==> config.mk <==
export PLATFORM = sky130hd
export DESIGN_NAME = axi_stream_monitor_sink_flat
export DESIGN_NICKNAME = d
export VERILOG_FILES = /design/src/rtl/axi_stream_monitor_sink_pkg.sv /design/src/rtl/axi_stream_monitor_sink_if.sv /design/src/rtl/axi_stream_monitor_sink_ready_gen.sv /design/src/rtl/axi_stream_monitor_sink.sv /design/src/flat_wrapper.sv
export SDC_FILE = /design/constraint.sdc
export NUM_CORES = 1
export LEC_CHECK = 0
export CAP_MARGIN = 20
export CORE_ASPECT_RATIO = 1.1
export CORE_MARGIN = 8
export CORE_UTILIZATION = 40
export DETAILED_ROUTE_END_ITERATION = 12
export SLEW_MARGIN = 20
export SYNTH_ARGS = -nofsm -noshare
export SYNTH_HDL_FRONTEND = slang
export SYNTH_HIERARCHICAL = 1
export SYNTH_SLANG_ARGS = --single-unit
==> constraint.sdc <==
create_clock -name aclk -period 2.8 [get_ports aclk]
set_input_delay 0.56 -clock aclk [delete_from_list [all_inputs] [get_ports aclk]]
set_output_delay 0.56 -clock aclk [all_outputs]
set_load 0.05 [all_outputs]
==> src/rtl/axi_stream_monitor_sink_pkg.sv <==
// Shared constants and helpers for the AXI-Stream monitor sink.
package axi_stream_monitor_sink_pkg;

    localparam int unsigned READY_MODE_ALWAYS   = 0;
    localparam int unsigned READY_MODE_LFSR     = 1;
    localparam int unsigned READY_MODE_PERIODIC = 2;

    localparam int unsigned ERR_VALID_DROP     = 0;
    localparam int unsigned ERR_PAYLOAD_CHANGE = 1;
    localparam int unsigned ERR_W              = 2;
    localparam int unsigned CNT_W              = 32;

    // Captured record layout: {tlast, tuser, tid, tdest, tkeep, tstrb, tdata}
    function automatic int unsigned rec_width(input int unsigned data_w, input int unsigned id_w,
                                              input int unsigned dest_w, input int unsigned user_w);
        return 1 + user_w + id_w + dest_w + 2 * (data_w / 8) + data_w;
    endfunction

    // Fibonacci LFSR, taps x^16+x^14+x^13+x^11+1
    function automatic logic [15:0] lfsr_step(input logic [15:0] s);
        return {s[0] ^ s[2] ^ s[3] ^ s[5], s[15:1]};
    endfunction

endpackage

==> src/rtl/axi_stream_monitor_sink_if.sv <==
// AXI-Stream handshake/payload bundle observed by the monitor sink.
interface axi_stream_monitor_sink_if #(
    parameter int unsigned TDATA_WIDTH = 16,
    parameter int unsigned TID_WIDTH   = 1,
    parameter int unsigned TDEST_WIDTH = 1,
    parameter int unsigned TUSER_WIDTH = 1
) ();
    logic [TDATA_WIDTH-1:0]   tdata;
    logic [TDATA_WIDTH/8-1:0] tstrb;
    logic [TDATA_WIDTH/8-1:0] tkeep;
    logic                     tlast;
    logic [TID_WIDTH-1:0]     tid;
    logic [TDEST_WIDTH-1:0]   tdest;
    logic [TUSER_WIDTH-1:0]   tuser;
    logic                     tvalid;
    logic                     tready;

    modport master (output tdata, tstrb, tkeep, tlast, tid, tdest, tuser, tvalid, input tready);
    modport slave  (input tdata, tstrb, tkeep, tlast, tid, tdest, tuser, tvalid, output tready);
endinterface

==> src/rtl/axi_stream_monitor_sink_ready_gen.sv <==
// Backpressure pattern generator: always / seeded LFSR / periodic duty, registered tready.
module axi_stream_monitor_sink_ready_gen
    import axi_stream_monitor_sink_pkg::*;
#(
    parameter int unsigned READY_MODE   = READY_MODE_ALWAYS,
    parameter int unsigned READY_THRESH = 128,
    parameter logic [15:0] LFSR_SEED    = 16'hACE1,
    parameter int unsigned READY_PERIOD = 4,
    parameter int unsigned READY_DUTY   = 2
) (
    input  logic aclk,
    input  logic aresetn,
    output logic tready
);
    localparam int unsigned     PH_W    = (READY_PERIOD > 1) ? $clog2(READY_PERIOD) : 1;
    localparam logic [PH_W-1:0] PH_LAST = PH_W'(READY_PERIOD - 1);

    logic [15:0]     lfsr_q, lfsr_d;
    logic [PH_W-1:0] phase_q, phase_d;
    logic            ready_d;

    always_ff @(posedge aclk or negedge aresetn) begin
        if (!aresetn) begin
            lfsr_q  <= LFSR_SEED;
            phase_q <= '0;
            tready  <= 1'b0;
        end else begin
            lfsr_q  <= lfsr_d;
            phase_q <= phase_d;
            tready  <= ready_d;
        end
    end

    // Pattern depends only on generator state, never on tvalid.
    always_comb begin
        lfsr_d  = lfsr_step(lfsr_q);
        phase_d = (phase_q == PH_LAST) ? '0 : phase_q + PH_W'(1);
        ready_d = 1'b1;
        case (READY_MODE)
            READY_MODE_LFSR:     ready_d = ({1'b0, lfsr_q[7:0]} < 9'(READY_THRESH));
            READY_MODE_PERIODIC: ready_d = (32'(phase_q) < 32'(READY_DUTY));
            default:             ready_d = 1'b1;
        endcase
    end

endmodule

==> src/rtl/axi_stream_monitor_sink.sv <==
// AXI-Stream monitor sink: backpressure, beat capture, beat/packet counters, stability checks.
// Optional per-handshake logging is compiled in with AXIS_SINK_DISPLAY_EN.
module axi_stream_monitor_sink
    import axi_stream_monitor_sink_pkg::*;
#(
    parameter int unsigned TDATA_WIDTH   = 16,
    parameter int unsigned TID_WIDTH     = 1,
    parameter int unsigned TDEST_WIDTH   = 1,
    parameter int unsigned TUSER_WIDTH   = 1,
    parameter int unsigned CAPTURE_DEPTH = 64,
    parameter int unsigned READY_MODE    = READY_MODE_ALWAYS,
    parameter int unsigned READY_THRESH  = 128,
    parameter logic [15:0] LFSR_SEED     = 16'hACE1,
    parameter int unsigned READY_PERIOD  = 4,
    parameter int unsigned READY_DUTY    = 2,
    localparam int unsigned KEEP_W = TDATA_WIDTH / 8,
    localparam int unsigned AW     = $clog2(CAPTURE_DEPTH),
    localparam int unsigned REC_W  = rec_width(TDATA_WIDTH, TID_WIDTH, TDEST_WIDTH, TUSER_WIDTH)
) (
    input  logic                      aclk,
    input  logic                      aresetn,
    axi_stream_monitor_sink_if.slave  s_axis,
    input  logic                      clear_in,
    input  logic [AW-1:0]             rd_addr_in,
    output logic [REC_W-1:0]          rd_data_out,
    output logic [AW:0]               capture_cnt_out,
    output logic                      capture_full_out,
    output logic [CNT_W-1:0]          beat_cnt_out,
    output logic [CNT_W-1:0]          pkt_cnt_out,
    output logic [ERR_W-1:0]          err_flags_out
);
    typedef struct packed {
        logic                   tlast;
        logic [TUSER_WIDTH-1:0] tuser;
        logic [TID_WIDTH-1:0]   tid;
        logic [TDEST_WIDTH-1:0] tdest;
        logic [KEEP_W-1:0]      tkeep;
        logic [KEEP_W-1:0]      tstrb;
        logic [TDATA_WIDTH-1:0] tdata;
    } rec_t;

    localparam logic [AW:0] LAST_IDX = (AW + 1)'(CAPTURE_DEPTH - 1);

    logic             tready_q;
    logic             hs, drop_set, chg_set;
    rec_t             in_rec, snap_q;
    rec_t             mem [CAPTURE_DEPTH];
    logic             stalled_q;
    logic [AW:0]      cnt_q;
    logic             full_q;
    logic [CNT_W-1:0] beat_q, pkt_q;
    logic [ERR_W-1:0] err_q;
    logic [REC_W-1:0] rd_q;

    axi_stream_monitor_sink_ready_gen #(
        .READY_MODE   (READY_MODE),
        .READY_THRESH (READY_THRESH),
        .LFSR_SEED    (LFSR_SEED),
        .READY_PERIOD (READY_PERIOD),
        .READY_DUTY   (READY_DUTY)
    ) u_ready_gen (
        .aclk    (aclk),
        .aresetn (aresetn),
        .tready  (tready_q)
    );

    assign s_axis.tready = tready_q;

    always_comb begin
        in_rec.tlast = s_axis.tlast;
        in_rec.tuser = s_axis.tuser;
        in_rec.tid   = s_axis.tid;
        in_rec.tdest = s_axis.tdest;
        in_rec.tkeep = s_axis.tkeep;
        in_rec.tstrb = s_axis.tstrb;
        in_rec.tdata = s_axis.tdata;
    end

    assign hs       = s_axis.tvalid & tready_q;
    assign drop_set = stalled_q & ~s_axis.tvalid;
    assign chg_set  = stalled_q & s_axis.tvalid & (in_rec != snap_q);

    // Counters, capture pointer and sticky stability flags; clear overrides a same-cycle beat.
    always_ff @(posedge aclk or negedge aresetn) begin
        if (!aresetn) begin
            stalled_q <= 1'b0;
            snap_q    <= '0;
            cnt_q     <= '0;
            full_q    <= 1'b0;
            beat_q    <= '0;
            pkt_q     <= '0;
            err_q     <= '0;
        end else if (clear_in) begin
            stalled_q <= 1'b0;
            cnt_q     <= '0;
            full_q    <= 1'b0;
            beat_q    <= '0;
            pkt_q     <= '0;
            err_q     <= '0;
        end else begin
            stalled_q <= s_axis.tvalid & ~tready_q;
            snap_q    <= in_rec;
            if (hs) begin
                if (beat_q != '1) beat_q <= beat_q + CNT_W'(1);
                if (s_axis.tlast && pkt_q != '1) pkt_q <= pkt_q + CNT_W'(1);
                if (!full_q) begin
                    cnt_q  <= cnt_q + (AW + 1)'(1);
                    full_q <= (cnt_q == LAST_IDX);
                end
            end
            if (drop_set) err_q[ERR_VALID_DROP]     <= 1'b1;
            if (chg_set)  err_q[ERR_PAYLOAD_CHANGE] <= 1'b1;
        end
    end

    // Capture memory holds its contents across clear; only the pointer rewinds.
    always_ff @(posedge aclk) begin
        if (aresetn && !clear_in && hs && !full_q) mem[cnt_q[AW-1:0]] <= in_rec;
    end

    always_ff @(posedge aclk or negedge aresetn) begin
        if (!aresetn) rd_q <= '0;
        else          rd_q <= mem[rd_addr_in];
    end

`ifdef AXIS_SINK_DISPLAY_EN
    always_ff @(posedge aclk) begin
        if (aresetn && !clear_in) begin
            if (hs)
                $display("%0t axis_sink beat: tdata=%h tstrb=%h tkeep=%h tlast=%b tid=%h tdest=%h tuser=%h",
                         $time, s_axis.tdata, s_axis.tstrb, s_axis.tkeep, s_axis.tlast,
                         s_axis.tid, s_axis.tdest, s_axis.tuser);
            if (drop_set && !err_q[ERR_VALID_DROP])
                $display("%0t axis_sink error: VALID_DROP", $time);
            if (chg_set && !err_q[ERR_PAYLOAD_CHANGE])
                $display("%0t axis_sink error: PAYLOAD_CHANGE", $time);
        end
    end
`endif

    assign rd_data_out      = rd_q;
    assign capture_cnt_out  = cnt_q;
    assign capture_full_out = full_q;
    assign beat_cnt_out     = beat_q;
    assign pkt_cnt_out      = pkt_q;
    assign err_flags_out    = err_q;

endmodule

==> src/flat_wrapper.sv <==
// flat-port wrapper written by rule: the top's interface ports become plain ports
module axi_stream_monitor_sink_flat import axi_stream_monitor_sink_pkg::*;
#(
    parameter int unsigned TDATA_WIDTH   = 16,
    parameter int unsigned TID_WIDTH     = 1,
    parameter int unsigned TDEST_WIDTH   = 1,
    parameter int unsigned TUSER_WIDTH   = 1,
    parameter int unsigned CAPTURE_DEPTH = 64,
    parameter int unsigned READY_MODE    = READY_MODE_ALWAYS,
    parameter int unsigned READY_THRESH  = 128,
    parameter logic [15:0] LFSR_SEED     = 16'hACE1,
    parameter int unsigned READY_PERIOD  = 4,
    parameter int unsigned READY_DUTY    = 2,
    localparam int unsigned KEEP_W = TDATA_WIDTH / 8,
    localparam int unsigned AW     = $clog2(CAPTURE_DEPTH),
    localparam int unsigned REC_W  = rec_width(TDATA_WIDTH, TID_WIDTH, TDEST_WIDTH, TUSER_WIDTH)
)
  (aclk, aresetn, clear_in, rd_addr_in, rd_data_out, capture_cnt_out, capture_full_out, beat_cnt_out, pkt_cnt_out, err_flags_out, s_axis_tdata, s_axis_tstrb, s_axis_tkeep, s_axis_tlast, s_axis_tid, s_axis_tdest, s_axis_tuser, s_axis_tvalid, s_axis_tready);
  axi_stream_monitor_sink_if #(.TDATA_WIDTH(TDATA_WIDTH), .TID_WIDTH(TID_WIDTH), .TDEST_WIDTH(TDEST_WIDTH), .TUSER_WIDTH(TUSER_WIDTH)) s_axis_i ();
  input  logic aclk;
  input  logic aresetn;
  input  logic clear_in;
  input  logic [AW-1:0] rd_addr_in;
  output logic [REC_W-1:0] rd_data_out;
  output logic [AW:0] capture_cnt_out;
  output logic capture_full_out;
  output logic [CNT_W-1:0] beat_cnt_out;
  output logic [CNT_W-1:0] pkt_cnt_out;
  output logic [ERR_W-1:0] err_flags_out;
  input wire logic [$bits(s_axis_i.tdata)-1:0] s_axis_tdata;
  input wire logic [$bits(s_axis_i.tstrb)-1:0] s_axis_tstrb;
  input wire logic [$bits(s_axis_i.tkeep)-1:0] s_axis_tkeep;
  input wire logic [$bits(s_axis_i.tlast)-1:0] s_axis_tlast;
  input wire logic [$bits(s_axis_i.tid)-1:0] s_axis_tid;
  input wire logic [$bits(s_axis_i.tdest)-1:0] s_axis_tdest;
  input wire logic [$bits(s_axis_i.tuser)-1:0] s_axis_tuser;
  input wire logic [$bits(s_axis_i.tvalid)-1:0] s_axis_tvalid;
  output wire logic [$bits(s_axis_i.tready)-1:0] s_axis_tready;
  assign s_axis_i.tdata = s_axis_tdata;
  assign s_axis_i.tstrb = s_axis_tstrb;
  assign s_axis_i.tkeep = s_axis_tkeep;
  assign s_axis_i.tlast = s_axis_tlast;
  assign s_axis_i.tid = s_axis_tid;
  assign s_axis_i.tdest = s_axis_tdest;
  assign s_axis_i.tuser = s_axis_tuser;
  assign s_axis_i.tvalid = s_axis_tvalid;
  assign s_axis_tready = s_axis_i.tready;
  axi_stream_monitor_sink #(.TDATA_WIDTH(TDATA_WIDTH), .TID_WIDTH(TID_WIDTH), .TDEST_WIDTH(TDEST_WIDTH), .TUSER_WIDTH(TUSER_WIDTH), .CAPTURE_DEPTH(CAPTURE_DEPTH), .READY_MODE(READY_MODE), .READY_THRESH(READY_THRESH), .LFSR_SEED(LFSR_SEED), .READY_PERIOD(READY_PERIOD), .READY_DUTY(READY_DUTY)) u_core (.aclk(aclk), .aresetn(aresetn), .s_axis(s_axis_i), .clear_in(clear_in), .rd_addr_in(rd_addr_in), .rd_data_out(rd_data_out), .capture_cnt_out(capture_cnt_out), .capture_full_out(capture_full_out), .beat_cnt_out(beat_cnt_out), .pkt_cnt_out(pkt_cnt_out), .err_flags_out(err_flags_out));
endmodule
==> qor.txt <==
Status: finished clean
Fmax: 358 MHz
Clk pwr share: 40.9%
Initial antenna violation count: 17
DR pass1 iterations: 6
Non-Filler Instances: 6,113
Port bufs: 132
Peak VDD IR: 677 uV
Final setup TNS: 0 ps
Fin crit share: 99.9%
Combinational power share: 6.1%
Top FF cell, synth: edfxtp_1
CTS tree: built
Commonest non-fill, non-tap cells in the layout: edfxtp_1 (1,536), buf_4 (317), mux2i_1 (279)
Clock skew: 29.7 ps
P_int: 0.0401 W
Overflow after GRT: 0
Via Count: 35,100
Number of global-route vias before repair: 34,300
Levels on crit path: 1
Tot GR Track Use: 20.7%
Initial Utilization: 40.2%
Final #Nets: 3,909
Routed Antenna Nets: 0
CP max stage delay: 890 ps
Drt drc: 0
Pins Over Slew Limit: 0
WP data arrival: 2240 ps
Hold_ws: 107 ps
Max Root-Sink Buffers: 3
Row count: 154
Clock transition at the registers of the reported paths: 60 ps
Setup slack, reg-to-reg: 390 ps
Synth Warn #: 6
I/O Pins: 133
Final Setup Violations: 0
Seq cells post-synth: 1,660
Sw frac: 22.3%
Cell taking the most area after synthesis: edfxtp_1
Filler cells: 13,200
CTS H-Tree Depth: 4
Tightest Pin Transition: 1020 ps
Largest net degree at the start of global routing: 125
Area Overhead vs Synth: 20.7%
Syn Nets: 3,362
Setup bufs post-CTS: 0
Reg2reg path depth: 6
Core area: 160,000 um^2
Pleak: 26.1 nW
Chip height: 437 um
Final WS setup: 3.28 ps
Sequential power share: 53.0%
WL/cell: 29.9 um
Synthesized cell area: 64,400 um^2
Critical-path cell list: clkdlybuf4s50_1
CP Class: reg2out
Worst endpoint required time: 2240 ps
Setup crit start kind: flop
FFs w/ async S/R, synth: 7.47%
Library cells used by synthesis: 64
WHS Path Cells: 1
Clk sink count: 1,660
Worst hold path type: in2reg
Unrepaired setup endpoints after global routing: false
Final Critical Period: 2800 ps
Die W: 398 um
Iter 0 DRT Violations: 4,220
CP max-delay cell: clkdlybuf4s50_1
Pwr Total: 0.0516 W
CP Capture Type: output pin
Pre-CTS setup slack: -290 ps
WP buf/inv: 1
Post-synth EDFFs: 1,536
Worst slew margin: 31.7%
First-pass GRT wire length: 258 mm
Gpl congestion: 0.936
CP delay by family, top: buffers and inverters
Clk_lat worst skew: 810 ps
Vias per inst: 5.75
Die Footprint: 174,000 um^2
Total CTS buffers: 165
Final Hold Viols: 0
Placed cell count: 5,810
Share of cells above drive strength 1: 26.5%
Synth top area cells: edfxtp_1 (72%), mux4_2 (8.5%), dfrtp_1 (4.8%)
Sequential cell area fraction in the yosys report: 76.5%
Max Cap Viol: 0
Mean Syn Cell Area: 19.4 um^2
Synth top area share: 71.7%
Commonest non-fill, non-tap cell in the layout: edfxtp_1
Root Buffer: clkbuf_16
Post-synthesis cell count: 3,325
DP HPWL: 117 mm
DRT Wirelength: 183 mm
Net switching power: 0.0115 W
P per Cell Area: 664 nW/um^2
Critical path fanouts, max: 1
layout make-up:
| cell class | count | area, um^2 | area share (%) |
|---|---|---|---|
| tap | 2106 | 2640 | 3.39 |
| clock buffer | 209 | 4420 | 5.69 |
| antenna | 1 | 2.50 | 0.00322 |
| clock inverter | 92 | 737 | 0.949 |
| timing repair buffer | 562 | 5940 | 7.65 |
| inverter | 11 | 41.3 | 0.0532 |
| multi-input combinational | 1472 | 14700 | 18.9 |
| sequential | 1660 | 49200 | 63.4 |
cells in the mapped netlist, types with 31 or more instances:
| master | n |
|---|---|
| buf_1 | 33 |
| dfrtp_1 | 124 |
| a21oi_1 | 64 |
| edfxtp_1 | 1536 |
| buf_2 | 51 |
| nand3_1 | 72 |
| or3_1 | 47 |
| o211ai_1 | 50 |
| nand4_1 | 48 |
| nand2_1 | 106 |
| mux4_2 | 244 |
| a22oi_1 | 211 |
| mux2i_1 | 279 |
| nor2_1 | 106 |
| clkbuf_1 | 93 |
| mux2_2 | 31 |
registers in the layout (all words and copies together), names as in the netlist:
register	cells
u_core/beat_cnt_out	32
u_core/err_flags_out	2
u_core/stalled_q	1
u_core/snap_q	24
u_core/u_ready_gen/tready	1
u_core/pkt_cnt_out	32
u_core/capture_cnt_out	7
u_core/mem	1536
u_core/capture_full_out	1
u_core/rd_data_out	24
routing by layer:
layer | wire [um] | vias to the layer above | track usage [%]
li1 | - | 14800 | -
met4 | 5860 | 8 | 6.62
met2 | 83400 | 1711 | 31.3
met1 | 74400 | 18400 | 29.4
met3 | 18900 | 261 | 5.25
met5 | 49 | - | 0
through the flow:
| stage | utilization [%] | instance area (um^2) |
|---|---|---|
| floorplan | - | 64600 |
| global placement | 45.3 | 72500 |
| detailed placement | 45.3 | 72500 |
| CTS | 48.6 | 77700 |
| global route | 48.6 | 77700 |
| finish | 48.6 | 77700 |
logic make-up (layout without fill, tap and decap cells):
kind of cell,Yosys count,in the layout,synth area share (%)
XOR/XNOR,41,41,0.558
adder cells (fa/ha/maj),3,3,0.0583
multiplexers,555,555,13.4
buffers and inverters,193,874,1.26
other,1,2,0.00583
AND/OR/NAND/NOR,485,485,3.95
AO/OA/AOI/OAI,387,387,4.23
flip-flops,1660,1660,76.5
final timing paths:
kind                                              to                   start
max in group asynchronous          u_core/snap_q[15]                 aresetn
min reg2reg                        u_core/snap_q[15]       u_core/snap_q[15]
max                                  rd_data_out[16]  u_core/rd_data_out[16]
min                               u_core/mem[24][23]            s_axis_tlast
max reg2reg                   u_core/pkt_cnt_out[29]   u_core/pkt_cnt_out[4]
min in group asynchronous  u_core/capture_cnt_out[5]                 aresetn
power by group through the flow:
stage	combinational, W	sequential (W)	clock (W)
floorplan	0.00112	0.0280	0
global placement	0.00312	0.0279	0
detailed placement	0.00314	0.0279	0
CTS	0.00314	0.0273	0.0215
global route	0.00326	0.0273	0.0224
finish	0.00312	0.0274	0.0211
repair_timing:
| item | 4_1_cts | 5_1_grt |
|---|---|---|
| resized for setup | 5 | 2 |
| hold buffers | 1 | 0 |
| endpoints found under the hold margin | 124 | 0 |
| setup endpoints to repair | 5 | 2 |
Power figures use the tool's default switching activity.
